==> src/rtl/uart_rx_frame.sv <==
// UART frame receiver: 3-sample majority per bit, start-bit re-check, parity and stop checks.
// Sticky result flags are visible HALF+3+(bits after start)*CLKS_PER_BIT cycles after the start edge is seen.
module uart_rx_frame #(
  parameter int CLKS_PER_BIT   = 8,
  parameter int DATA_BITS      = 8,
  parameter int PARITY         = 1,
  parameter int STOP_BITS      = 2,
  parameter int TIMEOUT_CYCLES = 2000,
  parameter int SYNC_DELAY     = 4
) (
  input  logic                 clk,
  input  logic                 rst_n,
  input  logic                 din,
  input  logic                 start_rx,
  output logic                 busy,
  output logic                 is_byte_valid,
  output logic                 is_byte_corrupt,
  output logic                 is_frame_error,
  output logic                 is_rx_timeout,
  output logic [DATA_BITS-1:0] dout
);

  localparam int         HALF      = CLKS_PER_BIT / 2 - 1;
  localparam logic [7:0] HALF_C    = 8'(HALF);
  localparam logic [7:0] BIT_END   = 8'(CLKS_PER_BIT - 1);
  localparam logic [15:0] TO_LAST  = 16'(TIMEOUT_CYCLES - 1);
  localparam logic [3:0] DATA_LAST = 4'(DATA_BITS - 1);
  localparam logic [3:0] STOP_LAST = 4'(STOP_BITS - 1);

  typedef enum logic [2:0] {
    S_IDLE,
    S_WAIT_START,
    S_CHECK_START,
    S_DATA,
    S_PARITY,
    S_STOP,
    S_DONE
  } state_e;

  state_e                 state_q, state_d;
  logic [SYNC_DELAY:0]    sync_q;
  logic                   hist_q;
  logic [7:0]             timer_q, timer_d;
  logic [3:0]             bit_cnt_q, bit_cnt_d;
  logic [15:0]            to_cnt_q, to_cnt_d;
  logic [DATA_BITS-1:0]   data_q, data_d;
  logic                   par_bit_q, par_bit_d;
  logic                   frame_err_q, frame_err_d;
  logic                   valid_q, valid_d;
  logic                   corrupt_q, corrupt_d;
  logic                   ferr_q, ferr_d;
  logic                   timeout_q, timeout_d;

  logic        s;
  logic        fall;
  logic        maj;
  logic        bit_tick;
  logic        par_xor;
  logic        par_fail;
  logic [15:0] to_cnt_inc;

  // sync_q[k-1] is stage k of the delay line; s is stage SYNC_DELAY
  assign s    = sync_q[SYNC_DELAY-1];
  assign fall = sync_q[SYNC_DELAY] & ~s;
  assign maj  = (hist_q & sync_q[SYNC_DELAY]) | (hist_q & s) | (sync_q[SYNC_DELAY] & s);

  assign bit_tick   = (state_q == S_CHECK_START) ? (timer_q == HALF_C) : (timer_q == BIT_END);
  assign to_cnt_inc = (to_cnt_q == TO_LAST) ? to_cnt_q : to_cnt_q + 16'd1;

  assign par_xor  = (^data_q) ^ par_bit_q;
  assign par_fail = (PARITY == 1) ? ~par_xor : ((PARITY == 2) ? par_xor : 1'b0);

  always_comb begin
    state_d     = state_q;
    timer_d     = '0;
    bit_cnt_d   = bit_cnt_q;
    to_cnt_d    = to_cnt_q;
    data_d      = data_q;
    par_bit_d   = par_bit_q;
    frame_err_d = frame_err_q;
    valid_d     = valid_q;
    corrupt_d   = corrupt_q;
    ferr_d      = ferr_q;
    timeout_d   = timeout_q;

    case (state_q)
      S_IDLE: begin
        if (start_rx) begin
          valid_d     = 1'b0;
          corrupt_d   = 1'b0;
          ferr_d      = 1'b0;
          timeout_d   = 1'b0;
          data_d      = '0;
          bit_cnt_d   = '0;
          to_cnt_d    = '0;
          par_bit_d   = 1'b0;
          frame_err_d = 1'b0;
          state_d     = S_WAIT_START;
        end
      end

      S_WAIT_START: begin
        to_cnt_d = to_cnt_inc;
        if (fall) begin
          state_d = S_CHECK_START;
        end else if (to_cnt_q == TO_LAST) begin
          timeout_d = 1'b1;
          state_d   = S_IDLE;
        end
      end

      S_CHECK_START: begin
        // the timeout keeps running here so repeated glitches cannot extend the wait
        to_cnt_d = to_cnt_inc;
        timer_d  = timer_q + 8'd1;
        if (bit_tick) begin
          timer_d = '0;
          state_d = maj ? S_WAIT_START : S_DATA;
        end
      end

      S_DATA: begin
        timer_d = timer_q + 8'd1;
        if (bit_tick) begin
          timer_d = '0;
          data_d  = {maj, data_q[DATA_BITS-1:1]};
          if (bit_cnt_q == DATA_LAST) begin
            bit_cnt_d = '0;
            state_d   = (PARITY != 0) ? S_PARITY : S_STOP;
          end else begin
            bit_cnt_d = bit_cnt_q + 4'd1;
          end
        end
      end

      S_PARITY: begin
        timer_d = timer_q + 8'd1;
        if (bit_tick) begin
          timer_d   = '0;
          par_bit_d = maj;
          state_d   = S_STOP;
        end
      end

      S_STOP: begin
        timer_d = timer_q + 8'd1;
        if (bit_tick) begin
          timer_d = '0;
          if (!maj) begin
            frame_err_d = 1'b1;
          end
          if (bit_cnt_q == STOP_LAST) begin
            bit_cnt_d = '0;
            state_d   = S_DONE;
          end else begin
            bit_cnt_d = bit_cnt_q + 4'd1;
          end
        end
      end

      S_DONE: begin
        corrupt_d = par_fail;
        ferr_d    = frame_err_q;
        valid_d   = ~par_fail & ~frame_err_q;
        state_d   = S_IDLE;
      end

      default: begin
        state_d = S_IDLE;
      end
    endcase
  end

  always_ff @(posedge clk or negedge rst_n) begin
    if (!rst_n) begin
      sync_q      <= '1;
      hist_q      <= 1'b1;
      state_q     <= S_IDLE;
      timer_q     <= '0;
      bit_cnt_q   <= '0;
      to_cnt_q    <= '0;
      data_q      <= '0;
      par_bit_q   <= 1'b0;
      frame_err_q <= 1'b0;
      valid_q     <= 1'b0;
      corrupt_q   <= 1'b0;
      ferr_q      <= 1'b0;
      timeout_q   <= 1'b0;
    end else begin
      sync_q      <= {sync_q[SYNC_DELAY-1:0], din};
      hist_q      <= sync_q[SYNC_DELAY];
      state_q     <= state_d;
      timer_q     <= timer_d;
      bit_cnt_q   <= bit_cnt_d;
      to_cnt_q    <= to_cnt_d;
      data_q      <= data_d;
      par_bit_q   <= par_bit_d;
      frame_err_q <= frame_err_d;
      valid_q     <= valid_d;
      corrupt_q   <= corrupt_d;
      ferr_q      <= ferr_d;
      timeout_q   <= timeout_d;
    end
  end

  assign busy            = (state_q != S_IDLE);
  assign is_byte_valid   = valid_q;
  assign is_byte_corrupt = corrupt_q;
  assign is_frame_error  = ferr_q;
  assign is_rx_timeout   = timeout_q;
  assign dout            = data_q;

endmodule

==> config.mk <==
export PLATFORM = sky130hd
export DESIGN_NAME = uart_rx_frame
export DESIGN_NICKNAME = d
export VERILOG_FILES = /design/src/rtl/uart_rx_frame.sv
export SDC_FILE = /design/constraint.sdc
export NUM_CORES = 1
export LEC_CHECK = 0
export CAP_MARGIN = 5
export CORE_MARGIN = 1
export CORE_UTILIZATION = 53
export CTS_CLUSTER_SIZE = 16
export DETAILED_ROUTE_END_ITERATION = 7
export GPL_TIMING_DRIVEN = 0
export PLACE_DENSITY = 0.75
export SYNTH_ARGS = -nofsm -noshare
export SYNTH_HDL_FRONTEND = slang
export SYNTH_SLANG_ARGS = --single-unit
==> constraint.sdc <==
create_clock -name clk -period 1.8 [get_ports clk]
set_clock_uncertainty 0.05 [all_clocks]
set_input_delay 0.36 -clock clk [delete_from_list [all_inputs] [get_ports clk]]
set_output_delay 0.36 -clock clk [all_outputs]
set_load 0.01 [all_outputs]
# Yosys cells after proc, flatten, opt, wreduce, memory -nomap -nowiden
# Cells that the tools add are included.
[op_classes]
n_bitwise = 11
n_mux = 38
reduce_logical = 20
n_eq_ne = 23
add_sub_neg = 3
[ops]
columns = ["operator", "n"]
rows = [
  ["$mux W16", 2],
  ["$mux W8", 4],
  ["$pmux W16 S2", 1],
  ["$mux W3", 9],
  ["$ne A2 B2 Y1 const B", 11],
  ["$mux W4", 5],
  ["$pmux W3 S6", 1],
  ["$add A16 B1 Y16 const B", 1],
  ["$eq A16 B11 Y1 const B", 1],
  ["$pmux W8 S2", 1],
  ["$pmux W1 S2", 6],
  ["$pmux W4 S3", 1],
  ["$reduce_and A4 Y1", 3],
  ["$reduce_bool A2 Y1", 6],
  ["$eq A3 B3 Y1 const B", 3],
  ["$reduce_and A3 Y1", 3],
  ["$add A8 B1 Y8 const B", 1],
  ["$eq A8 B2 Y1 const B", 1],
  ["$eq A8 B3 Y1 const B", 1],
  ["$reduce_and A8 Y1", 1],
  ["$reduce_xor A8 Y1", 1],
  ["$mux W1", 7],
  ["$eq A3 B2 Y1 const B", 2],
  ["$reduce_bool A3 Y1", 2],
  ["14 further kinds", 21],
]
[totals]
reg_bits = 51
wordCells = 108
in_bits = 4
out_inout_bits = 13

# Logic depth before layout (Yosys ltp)
[logic_depth]
ltp_word = 6
mapped_depth = 8
mapped_depth_nobuf = 6

# Worst setup path before layout
# OpenSTA, ideal clock, no wires.
[synth_path]
kind = "flip-flop to flip-flop"
from = "register timer_q[0]"
to = "register bit_cnt_q[2]"
required_ps = 1672
n_path_buf = 0
setup_slack_ps = -44
synth_period_minus_slack_ps = 1844
t_arrival_ps = 1716
path_stages_with_launch = 7
setup_ps = 78
path_cell_list = "dfrtp_1 ha_1 nor4b_4 and3_4 a21oi_2 or4_1 a21oi_1"
[synth_between]
elab_chain_cells = 4
word_cells_on_any_way = 6
classes_between = "4 x eq/ne; 1 x mux; 1 x reduce/logical"
[synth_lines]
columns = ["element", "line_no", "source"]
rows = [
  ["from (decl)", "43", "logic [7:0] timer_q, timer_d;"],
  ["from (signal assigned)", "193", "timer_q <= timer_d;"],
  ["$eq A8 B3 Y1 / $eq A8 B2 Y1 (equally long branches)", "67", "assign bit_tick = (state_q == S_CHECK_START) ? (timer_q == HALF_C) : (timer_q == BIT_END);"],
  ["$mux W1 *", "67", ""],
  ["$ne A2 B2 Y1 (no source line)", "n/a", ""],
  ["$reduce_and A4 Y1 (no source line) *", "n/a", ""],
  ["to (signal assigned)", "194", "bit_cnt_q <= bit_cnt_d;"],
  ["to (decl)", "44", "logic [3:0] bit_cnt_q, bit_cnt_d;"],
]
# Every way passes the cells marked *; elsewhere a longest branch is shown, timed or not.
# A chain may end at the register's enable or synchronous reset.

# Worst setup path after layout
[layout_path]
from = "register state_q[2]"
to = "register state_q[0]"
[layout_between]
elab_chain_cells = 4
word_cells_on_any_way = 17
classes_between = "13 x eq/ne; 2 x mux; 2 x reduce/logical"
[layout_lines]
columns = ["element", "line_no", "source"]
rows = [
  ["from (decl)", "40", "state_e state_q, state_d;"],
  ["from (signal assigned)", "192", "state_q <= state_d;"],
  ["$eq A3 B2 Y1", "67, 86", ""],
  ["$mux W1", "67", ""],
  ["$ne A2 B2 Y1 (no source line)", "n/a", ""],
  ["$reduce_and A8 Y1 (no source line)", "n/a", ""],
]
# Several ways; a longest one is shown, not always the timed one.

==> metrics.log <==
[metrics] run status: finished with violations
[metrics] failing checks: negative setup slack
[metrics] Setup WS pre-CTS: -487.2 ps
[metrics] maximum number of buffers from clock root to sink: 2
[metrics] Synth Cell Area: 2638 um^2
[metrics] hold_ws: 310.2 ps
[metrics] critical path required time: 1950 ps
[metrics] clock-pin slew on the worst setup and hold paths: 100 ps
[metrics] number of global-route vias before repair: 1989
[metrics] FP Rows: 25
[metrics] Highest Clock Rate: 542.6 MHz
[metrics] Crit path arrival time: 2000 ps
[metrics] routed length per placed instance: 15.22 um
[metrics] remaining antenna violation count after routing: 0
[metrics] fraction of the yosys area taken by sequential cells: 48.67%
[metrics] Core Region: 4755 um^2
[metrics] number of standard cells after synthesis: 268
[metrics] number of antenna repair diodes: 0
[metrics] number of I/O pins: 17
[metrics] drt drc: 0
[metrics] delay contributed by the slowest stage of the critical path: 430 ps
[metrics] Die Y-Extent: 72.55 um
[metrics] hold-critical path depth: 0
[metrics] dominant cell by count in the synthesized netlist: sky130_fd_sc_hd__dfrtp_1
[metrics] reg2reg path depth: 6
[metrics] Syn. warnings: 0
[metrics] area taken by flip-flops and latches: 1286 um^2
[metrics] count of routing violations after the opening detailed-route iteration: 115
[metrics] top cell type's share of synthesized area: 42.69%
[metrics] sink of the worst hold path: sync_q[1]$_DFF_PN1_
[metrics] crit path max-delay cell type: sky130_fd_sc_hd__dfrtp_1
[metrics] end-of-flow core utilization: 71.39%
[metrics] crit share post-route: 102.4%
[metrics] input/output buffers: 16
[metrics] critical path type: flip-flop to flip-flop
[metrics] number of nets in the finished design: 326
[metrics] half-perimeter wire length after detailed placement: 3499 um
[metrics] relative slew slack: 68.60%
[metrics] startpoint of the worst-slack reg-to-reg timing path: state_q[2]$_DFFE_PN0P_
[metrics] CTS tree: yes
[metrics] RSZ-0062 raised after global routing: yes
[metrics] number of failing hold endpoints at the final stage: 0
[metrics] max-slew violations: 0
[metrics] number of vias in the routed layout: 2184
[metrics] kind of launch point of the worst setup path: flip-flop
[metrics] footprint of the multi-input gates: 1425 um^2
[metrics] net count after synthesis: 276
[metrics] Area growth, synth to finish: 28.70%
[metrics] destination of the worst register-to-register timing path: state_q[0]$_DFFE_PN0P_
[metrics] hold path startpoint: sync_q[0]$_DFF_PN1_
[metrics] initial antenna violation count: 0
[metrics] count of buffer and inverter cells on the critical path: 1
[metrics] global placer's final weighted congestion: 0.8227
[metrics] number of maximum-capacitance constraint violations: 0
[metrics] top cell types by occurrence after synthesis: 45 x sky130_fd_sc_hd__dfrtp_1, 32 x sky130_fd_sc_hd__nand2_1, 22 x sky130_fd_sc_hd__nor2_1
[metrics] r2r setup slk: -40 ps
[metrics] Mapped Avg Cell Area: 9.842 um^2
[metrics] CTS sink cnt: 51
[metrics] fraction of layout instances using a drive strength above 1: 28.53%
[metrics] endpoint kind of the worst setup timing path: flip-flop
[metrics] clock root cell: sky130_fd_sc_hd__clkbuf_8
[metrics] worst slew pin tran: 471.0 ps
[metrics] initial core utilization: 55.47%
[metrics] Clock Latency Late Sink: 310 ps
[metrics] number of placed instances, taps included: 352
[metrics] x dimension of the die: 72.55 um
[metrics] chain of cells forming the critical path: buf_6, nand3b_1, nand2_2, o311ai_4, o2111ai_2, mux2_4
[metrics] Most used DFF post-synth: sky130_fd_sc_hd__dfrtp_1
[metrics] leading cell types by total area after synthesis: sky130_fd_sc_hd__dfrtp_1 43%, sky130_fd_sc_hd__dfstp_2 6.0%, sky130_fd_sc_hd__nand2_1 4.6%
[metrics] Async S/R FF share, synth: 100.0%
[metrics] detailed-route vias per instance: 5.658
[metrics] GRT overflow: 0
[metrics] Tot GR Track Use: 23.31%
[metrics] non-filler instance count after layout: 386
[metrics] time the final worst path needs with I/O delays and setup: 1843 ps
[metrics] maximum fanout along the worst path: 6
[metrics] Setup violations, final: 7
[metrics] power density normalized to cell area: 592.4 nW/um^2
[metrics] setup slack of the critical path after layout: -42.84 ps
[metrics] maximum resistive drop on vdd: 0.0003668 V
[metrics] number of flip-flops and latches in the synthesized netlist: 51
[metrics] top cell type by total area after synthesis: sky130_fd_sc_hd__dfrtp_1
[metrics] class of the most critical hold timing path: flip-flop to flip-flop
[metrics] number of stages on the worst setup path: 6
[metrics] largest net degree at the start of global routing: 33
[metrics] area of the die: 5263 um^2
[metrics] Fill cells: 364
[metrics] total leakage power: 1.520 nW
[metrics] top cell family by delay on the critical path: compound AO/OA/AOI/OAI gates
[metrics] Inserted Clock Buffers: 5
[metrics] Total Wirelength: 5874 um
[metrics] wire length of the first global-routing pass: 9259 um
[metrics] Total Negative Setup Slacks: -90.58 ps
[metrics] count of distinct cell types in the synthesized netlist: 51
[metrics] count of flip-flops with a built-in enable after synthesis: 0
[metrics] total number of H-tree levels: 2
[metrics] number of optimization iterations in the first detailed-route pass: 4
## layout make-up
| class | count | area share, % |
|---|---|---|
| well taps | 67 | 2.470 |
| flip-flops and latches | 51 | 37.89 |
| multi-input cells | 199 | 41.98 |
| inverters | 9 | 0.9952 |
| clock inverters | 1 | 0.2212 |
| clock buffers | 7 | 2.838 |
| plain buffers | 8 | 2.248 |
| repair buffers | 44 | 11.35 |
## metal layers
metal	share of wire, %	wire length, um	track usage, %
met3	4.3	252	5.278
met4	1.7	97	9.586
met2	50	2951	38.32
met5	0	0	0
met1	44	2573	29.81
## logic make-up (layout without fill, tap and decap cells)
group	count (synthesis)	in the layout	synth area share [%]
AND/OR/NAND/NOR	116	116	23.96
buffers and inverters	18	69	3.415
flip-flops	51	51	48.67
multiplexers	3	3	1.376
XOR/XNOR	21	21	6.973
adder cells (fa/ha/maj)	4	4	1.898
AO/OA/AOI/OAI	55	55	13.71
## metrics by stage
| step | total power [mW] | cell area, um^2 |
|---|---|---|
| floorplan | 1.241 | 2649 |
| global placement | 1.299 | 2893 |
| detailed placement | 1.305 | 2908 |
| CTS | 2.024 | 3232 |
| global route | 2.084 | 3395 |
| finish | 2.011 | 3395 |
## repair_timing
| action | 4_1_cts | 5_1_grt |
|---|---|---|
| gates resized for setup | 17 | 32 |
| pin swaps | 18 | 25 |
| hold buffers | 1 | 0 |
| endpoints found under the hold margin | 18 | 0 |
| setup buffers | 19 | 7 |
| setup endpoints to repair | 25 | 29 |
## worst max-delay path by stage
| stage | slack [ps] | from | to |
|---|---|---|---|
| after floorplan | -30 | timer_q[0]$_DFF_PN0_ | bit_cnt_q[2]$_DFFE_PN0P_ |
| after global placement | -1160 | rst_n | timer_q[3]$_DFF_PN0_ |
| after detailed placement | -490 | start_rx | to_cnt_q[8]$_DFFE_PN0P_ |
| after CTS | -70 | timer_q[0]$_DFF_PN0_ | bit_cnt_q[2]$_DFFE_PN0P_ |
| after global routing | -100 | state_q[2]$_DFFE_PN0P_ | state_q[0]$_DFFE_PN0P_ |
| final | -40 | state_q[2]$_DFFE_PN0P_ | state_q[0]$_DFFE_PN0P_ |
## where the power goes
group	switching, mW	leakage, nW	internal [mW]
sequential	0.0145	0.616	1.17
clock	0.380	0.0505	0.350
combinational	0.0550	0.853	0.0456
## registers in the layout, indices dropped and copies added (netlist names)
signal           flops
is_rx_timeout        1
bit_cnt_q            4
is_byte_valid        1
to_cnt_q            16
is_frame_error       1
state_q              3
is_byte_corrupt      1
dout                 8
hist_q               1
par_bit_q            1
frame_err_q          1
sync_q               5
timer_q              8
## worst register-to-register path: stages (launching register included)
cell and delay [ps]:
sky130_fd_sc_hd__dfrtp_1 430, sky130_fd_sc_hd__buf_6 150, sky130_fd_sc_hd__nand3b_1 180, sky130_fd_sc_hd__nand2_2 100, sky130_fd_sc_hd__o311ai_4 280, sky130_fd_sc_hd__o2111ai_2 210, sky130_fd_sc_hd__mux2_4 340
## cell usage in the layout (no fill, tap or decap), types with 3 or more instances in the layout
master / synthesis / layout
sky130_fd_sc_hd__dfrtp_1: 45 / 43
sky130_fd_sc_hd__nand2_1: 32 / 29
sky130_fd_sc_hd__buf_4: 3 / 25
sky130_fd_sc_hd__nor2_1: 22 / 22
sky130_fd_sc_hd__nand3_1: 17 / 17
sky130_fd_sc_hd__o21ai_0: 19 / 16
sky130_fd_sc_hd__clkdlybuf4s50_1: 0 / 13
sky130_fd_sc_hd__xor2_1: 11 / 11
sky130_fd_sc_hd__a21oi_1: 15 / 11
sky130_fd_sc_hd__xnor2_1: 10 / 10
sky130_fd_sc_hd__inv_1: 9 / 9
sky130_fd_sc_hd__buf_6: 1 / 7
sky130_fd_sc_hd__clkbuf_8: 0 / 7
sky130_fd_sc_hd__dfstp_2: 6 / 6
sky130_fd_sc_hd__nand4_1: 5 / 5
sky130_fd_sc_hd__nor3_2: 1 / 4
sky130_fd_sc_hd__and3_1: 4 / 4
sky130_fd_sc_hd__a21oi_2: 2 / 4
sky130_fd_sc_hd__o211ai_1: 4 / 4
sky130_fd_sc_hd__or3_1: 4 / 4
sky130_fd_sc_hd__or4_4: 0 / 4
sky130_fd_sc_hd__nand2b_1: 3 / 3
sky130_fd_sc_hd__o21ai_1: 0 / 3
sky130_fd_sc_hd__nand2_2: 1 / 3
Note: power is estimated with default switching activity, not from simulation.
